--- src/rtl/serial_subtractor.sv ---
// Bit-serial two's-complement subtractor: DIFF = A - B - BIN, one bit per clock, LSB first.
// A single full-subtractor cell and a borrow flop are wrapped in an IDLE/SHIFT/DONE handshake.
module serial_subtractor #(
    parameter int WIDTH = 8
) (
    input  logic             clk,
    input  logic             rst_n,
    input  logic             start,
    input  logic [WIDTH-1:0] a,
    input  logic [WIDTH-1:0] b,
    input  logic             bin,
    output logic             busy,
    output logic             done,
    output logic [WIDTH-1:0] diff,
    output logic             bout,
    output logic             ovf
);
    localparam int CW = $clog2(WIDTH);

    typedef enum logic [1:0] {IDLE, SHIFT, DONE} state_t;

    state_t           state_q, state_d;
    logic [WIDTH-1:0] a_q, a_d, b_q, b_d, work_q, work_d, diff_q, diff_d;
    logic [CW-1:0]    cnt_q, cnt_d;
    logic             br_q, br_d, br_msb_q, br_msb_d;
    logic             busy_q, busy_d, done_q, done_d, bout_q, bout_d, ovf_q, ovf_d;
    logic             a0, b0, d_bit, br_nxt;

    assign a0     = a_q[0];
    assign b0     = b_q[0];
    assign d_bit  = a0 ^ b0 ^ br_q;
    assign br_nxt = (~a0 & b0) | (~(a0 ^ b0) & br_q);

    always_comb begin
        state_d  = state_q;
        a_d      = a_q;
        b_d      = b_q;
        work_d   = work_q;
        cnt_d    = cnt_q;
        br_d     = br_q;
        br_msb_d = br_msb_q;
        diff_d   = diff_q;
        bout_d   = bout_q;
        ovf_d    = ovf_q;
        done_d   = 1'b0;
        case (state_q)
            IDLE: begin
                if (start) begin
                    a_d     = a;
                    b_d     = b;
                    br_d    = bin;
                    cnt_d   = '0;
                    state_d = SHIFT;
                end
            end
            SHIFT: begin
                work_d = {d_bit, work_q[WIDTH-1:1]};
                a_d    = a_q >> 1;
                b_d    = b_q >> 1;
                br_d   = br_nxt;
                cnt_d  = cnt_q + CW'(1);
                if (cnt_q == CW'(WIDTH - 1)) begin
                    // br_q here is the borrow entering the sign bit
                    br_msb_d = br_q;
                    state_d  = DONE;
                end
            end
            DONE: begin
                done_d = 1'b1;
                diff_d = work_q;
                bout_d = br_q;
                ovf_d  = br_msb_q ^ br_q;
                if (start) begin
                    a_d     = a;
                    b_d     = b;
                    br_d    = bin;
                    cnt_d   = '0;
                    state_d = SHIFT;
                end else begin
                    state_d = IDLE;
                end
            end
            default: state_d = IDLE;
        endcase
        busy_d = (state_d == SHIFT);
    end

    always_ff @(posedge clk or negedge rst_n) begin
        if (!rst_n) begin
            state_q  <= IDLE;
            a_q      <= '0;
            b_q      <= '0;
            work_q   <= '0;
            cnt_q    <= '0;
            br_q     <= 1'b0;
            br_msb_q <= 1'b0;
            diff_q   <= '0;
            bout_q   <= 1'b0;
            ovf_q    <= 1'b0;
            busy_q   <= 1'b0;
            done_q   <= 1'b0;
        end else begin
            state_q  <= state_d;
            a_q      <= a_d;
            b_q      <= b_d;
            work_q   <= work_d;
            cnt_q    <= cnt_d;
            br_q     <= br_d;
            br_msb_q <= br_msb_d;
            diff_q   <= diff_d;
            bout_q   <= bout_d;
            ovf_q    <= ovf_d;
            busy_q   <= busy_d;
            done_q   <= done_d;
        end
    end

    assign busy = busy_q;
    assign done = done_q;
    assign diff = diff_q;
    assign bout = bout_q;
    assign ovf  = ovf_q;
endmodule

--- config.mk ---
export PLATFORM = sky130hd
export DESIGN_NAME = serial_subtractor
export DESIGN_NICKNAME = d
export VERILOG_FILES = /design/src/rtl/serial_subtractor.sv
export SDC_FILE = /design/constraint.sdc
export NUM_CORES = 1
export LEC_CHECK = 0
export CORE_MARGIN = 10
export CORE_UTILIZATION = 59
export CTS_BUF_LIST = sky130_fd_sc_hd__clkbuf_8
export CTS_CLUSTER_SIZE = 10
export DETAILED_ROUTE_END_ITERATION = 7
export MAX_ROUTING_LAYER = met4
export PLACE_DENSITY = 0.83
export SYNTH_ARGS = -nofsm -noshare
export SYNTH_HDL_FRONTEND = slang
export SYNTH_SLANG_ARGS = --single-unit
--- constraint.sdc ---
create_clock -name clk -period 3.5 [get_ports clk]
set_input_delay 0.7 -clock clk [delete_from_list [all_inputs] [get_ports clk]]
set_output_delay 0.7 -clock clk [all_outputs]
set_load 0.02 [all_outputs]
Word-level counts from Yosys, hierarchy flattened
Index checks and enable logic that the tools add are counted.
W data, S select, Z words.
{"block": "word_totals", "regBits": 43, "input_bits": 20}
{"block": "classes", "muxes": 13, "eq_ne": 5, "n_reduce_logical": 5, "bitwise": 8, "n_addsub": 1}
{"op": "$pmux W8 S2", "count": 2}
{"op": "$mux W8", "count": 2}
{"op": "$pmux W2 S3", "count": 1}
{"op": "$pmux W3 S2", "count": 1}
{"op": "$eq A2 B1 Y1 const B", "count": 2}
{"op": "$mux W2", "count": 2}
{"op": "$reduce_and A2 Y1", "count": 2}
{"op": "$add A3 B1 Y3 const B", "count": 1}
{"op": "$eq A3 B3 Y1 const B", "count": 1}
{"op": "$mux W1", "count": 3}
{"op": "$mux W3", "count": 1}
{"op": "$xor A1 B1 Y1", "count": 3}
{"op": "$and A1 B1 Y1", "count": 2}
{"op": "$eq A2 B2 Y1 const B", "count": 1}
{"op": "$logic_not A2 Y1", "count": 1}
{"op": "$ne A2 B1 Y1 const B", "count": 1}
{"op": "$not A1 Y1", "count": 2}
{"op": "$pmux W1 S2", "count": 1}
{"op": "$reduce_bool A2 Y1", "count": 1}
{"op": "$reduce_or A2 Y1", "count": 1}
{"op": "$or A1 B1 Y1", "count": 1}

Longest topological paths before layout
{"block": "logic_depth", "depth_word": 5, "mapped_depth": 5, "ltp_nobuf": 5}

Worst setup path after synthesis
No wires, ideal clock.
{"block": "synth_timing", "kind": "input -> register", "startpoint": "input port start", "endpoint": "register a_q[1]", "n_path_buf": 2, "t_arrival_ns": 1.256, "required_ns": 3.363, "path_stages": 4, "path_slack_ns": 2.107, "cell_sequence": "clkbuf_2 -> buf_4 -> a211oi_1 -> a21oi_1"}
{"block": "synth_via", "elab_chain_cells": 2}
{"item": "start: declaration", "line_no": "8", "rtl": "input logic start,"}
{"item": "$ne A2 B1 Y1 (no line)"}
{"item": "$reduce_and A2 Y1 (no line)"}
{"item": "end signal: assignment", "line_no": "91", "rtl": "a_q <= '0;"}
{"item": "end signal: assignment", "line_no": "104", "rtl": "a_q <= a_d;"}
{"item": "end: declaration", "line_no": "23", "rtl": "logic [WIDTH-1:0] a_q, a_d, b_q, b_d, work_q, work_d, diff_q, diff_d;"}
Every way passes these cells.
A chain may end at the register's enable or synchronous reset.

Worst setup path in the final report
{"block": "layout_timing", "startpoint": "input port start", "endpoint": "register b_q[4]"}
{"block": "layout_via", "elab_chain_cells": 2}
{"item": "$ne A2 B1 Y1 (no line)"}
{"item": "$reduce_and A2 Y1 (no line)"}
{"item": "end signal: assignment", "line_no": "92", "rtl": "b_q <= '0;"}
{"item": "end signal: assignment", "line_no": "105", "rtl": "b_q <= b_d;"}
{"item": "end: declaration", "line_no": "23"}
Every way passes these cells.

==> reports/metrics.cfg <==
[clocking]
htree_num_levels=2
root_buffer=clkbuf_8
clkSinkCount=43
clk_latency_ps=300
hold_buffers=0
ctsResizeCount=0
numCtsBuffers=5
clockBufferDepth=2
cts_setup_buffers=0
clk_pin_slew_worst_paths_ps=80
tritoncts=yes

[finish]
layout.cells.non_filler=241
layout_commonest_cell=dfrtp_1
stdcell_area_mm2=0.00243
layout-drive-gt1-share_pct=15.4
syn_to_final_growth_pct=19.0
nNetsFinal=217
final_cell_mix=43 x dfrtp_1, 30 x clkdlybuf4s50_1, 18 x mux2i_1, 14 x a21oi_1
diodes=0

[logic_synthesis]
synth.distinct_cells=27
syn-num-nets=188
yosysTopAreaCell=dfrtp_1
synth_area_leaders=dfrtp_1 53%, mux2i_1 8.8%, mux2_2 5.5%, mux2_4 5.1%, a211oi_1 4.4%
synth_top_area_share_pct=52.6
ys_seq_area_share_pct=52.6
synth_warnings=0
netlist_instances=165
syn_area_mm2=0.00205
ys_ff_latch=43
syn_avg_cell_area_um2=12.4

[global_routing]
antenna_found_initial=0
grt_pass1_vias=1350
grt_use_total_pct=12.8
grt_max_degree=44
overflow=0
grt_pass1_wl_um=6150

[place]
placed_area_mm2=0.00233
portBuffers=31
pre_cts_slack_ps=940
placed_cells=233
place_hpwl_um=2570
gp_congestion=0.747

[timing]
worst_slew_pin_slew_ps=1140
rsz0062_at_grt=false
max_clock_freq_mhz=442
fin_ws_ps=1240
period_share_pct=64.7
finalCriticalPeriod_ps=2260
slew_headroom_pct=23.5
tns_ps=0
clock_skew_ps=4.44
hold_viol_final=0
slew_violations=0
setup_viol=0

[drt]
drc=0
dr.pass1.iters=4
ant_nets=0
viasPerCell=5.47
drt_iter0_drc=88
wl_um=3670
vias=1318
wl_per_cell_um=15.2

[hold_path]
min_path_type=reg -> reg
hold_depth=2

[floorplan]
pin_count=32
die_x_um=78.9
die_y_um=78.9
coreArea_mm2=0.00334
start_util_pct=61.3
dieArea_mm2=0.00622
rows=21

[flow_run]
cap_violations=0

[status]
status=finished, final reports clean

[worst_setup_path]
worstPathArrival_ps=2430
cp-end-kind=flip-flop
required_ps=3660
worstRegToRegCells=4
crit_fanout=33
worstSetupStartpointType=input pin
critPathKind=in -> reg

[pwr]
seq_power_share_pct=44.1
p_per_area_mw_per_mm2=840
internal_power_w=0.00135
clock_power_share_pct=16.9
ir_drop_mv=0.337
p_leak_nw=1.06
p_comb_share_pct=39.0
p_switching_w=0.000699
sw_frac_of_total_pct=34.2

==> through the flow <==
| step | hold WS, ps | total power [W] | utilization [%] |
|---|---|---|---|
| after floorplan | 404 | 0.00147 | - |
| after global placement | 465 | 0.00167 | 69.8 |
| after detailed placement | 489 | 0.00172 | 69.8 |
| after CTS | 508 | 0.00207 | 72.9 |
| after global routing | 530 | 0.00219 | 72.9 |
| final | 501 | 0.00204 | 72.9 |
==> synthesized netlist by cell type <==
cell type / instances
dfrtp_1: 43
mux2i_1: 18
a21oi_1: 14
a211oi_1: 12
nor2b_1: 12
mux2_2: 10
o21ai_0: 8
mux2_4: 7
nand2_1: 7
inv_1: 6
buf_6: 4
clkbuf_1: 3
nand3_1: 3
ha_1: 2
nand2b_4: 2
nor2_1: 2
o211a_1: 2
buf_12: 1
buf_2: 1
buf_4: 1
clkbuf_2: 1
fa_1: 1
nand2b_1: 1
o221ai_1: 1
o22ai_1: 1
xnor2_1: 1
xor2_1: 1
==> cells by family after synthesis <==
| kind of cell | count (synthesis) | share of synthesized area, % |
|---|---|---|
| AO/OA/AOI/OAI | 38 | 11.5 |
| XOR/XNOR | 2 | 0.856 |
| buffers and inverters | 17 | 5.69 |
| flip-flops | 43 | 52.6 |
| AND/OR/NAND/NOR | 27 | 7.71 |
| adder cells (fa/ha/maj) | 3 | 2.20 |
| multiplexers | 35 | 19.4 |
==> area by class of cell <==
type,count,area (um2)
flip-flops and latches,43,1080
fillers,253,903
multi-input cells,105,853
repair buffers,33,320
clock buffers,7,96.3
well taps,46,57.6
inverters,6,22.5
clock inverters,1,7.51
==> worst paths after layout <==
path | startpoint | to | slack (ps)
setup / recovery | start | b_q[4] | 1240
hold / removal | ovf | ovf | 500
setup reg to reg | state_q[0] | br_msb_q | 1760
hold reg to reg | ovf | ovf | 500
max in group asynchronous | rst_n | work_q[2] | 2380
min in group asynchronous | rst_n | diff[2] | 540
==> layer usage <==
layer / up-vias / GRT usage (%) / wire length [um]
met4: 0 / 6.99 / 80
met5: - / - / 0
li1: 638 / - / -
met1: 641 / 14.3 / 1660
met3: 8 / 4.50 / 219
met2: 31 / 19.7 / 1710
==> sequential cells by signal, summed over array words and instances, names as in the netlist <==
signal and flops:
a_q 8, b_q 8, bout 1, br_msb_q 1, br_q 1, busy 1, cnt_q 3, diff 8
done 1, ovf 1, state_q 2, work_q 8
==> critical path, cell delays in order <==
cell and delay (ps):
clkdlybuf4s50_1 1230, nand2b_1 230, nand3_1 150, o221ai_1 110
==> power groups by stage <==
stage	Sequential, W	Combinational (W)	Clock [W]
4_1_cts	0.000902	0.000811	0.000352
3_3_place_gp	0.000893	0.000774	0
3_5_place_dp	0.000909	0.000810	0
6_report	0.000902	0.000798	0.000345
5_1_grt	0.000937	0.000884	0.000371
2_1_floorplan	0.000926	0.000548	0
No activity file was read; power rests on OpenSTA's default activity.
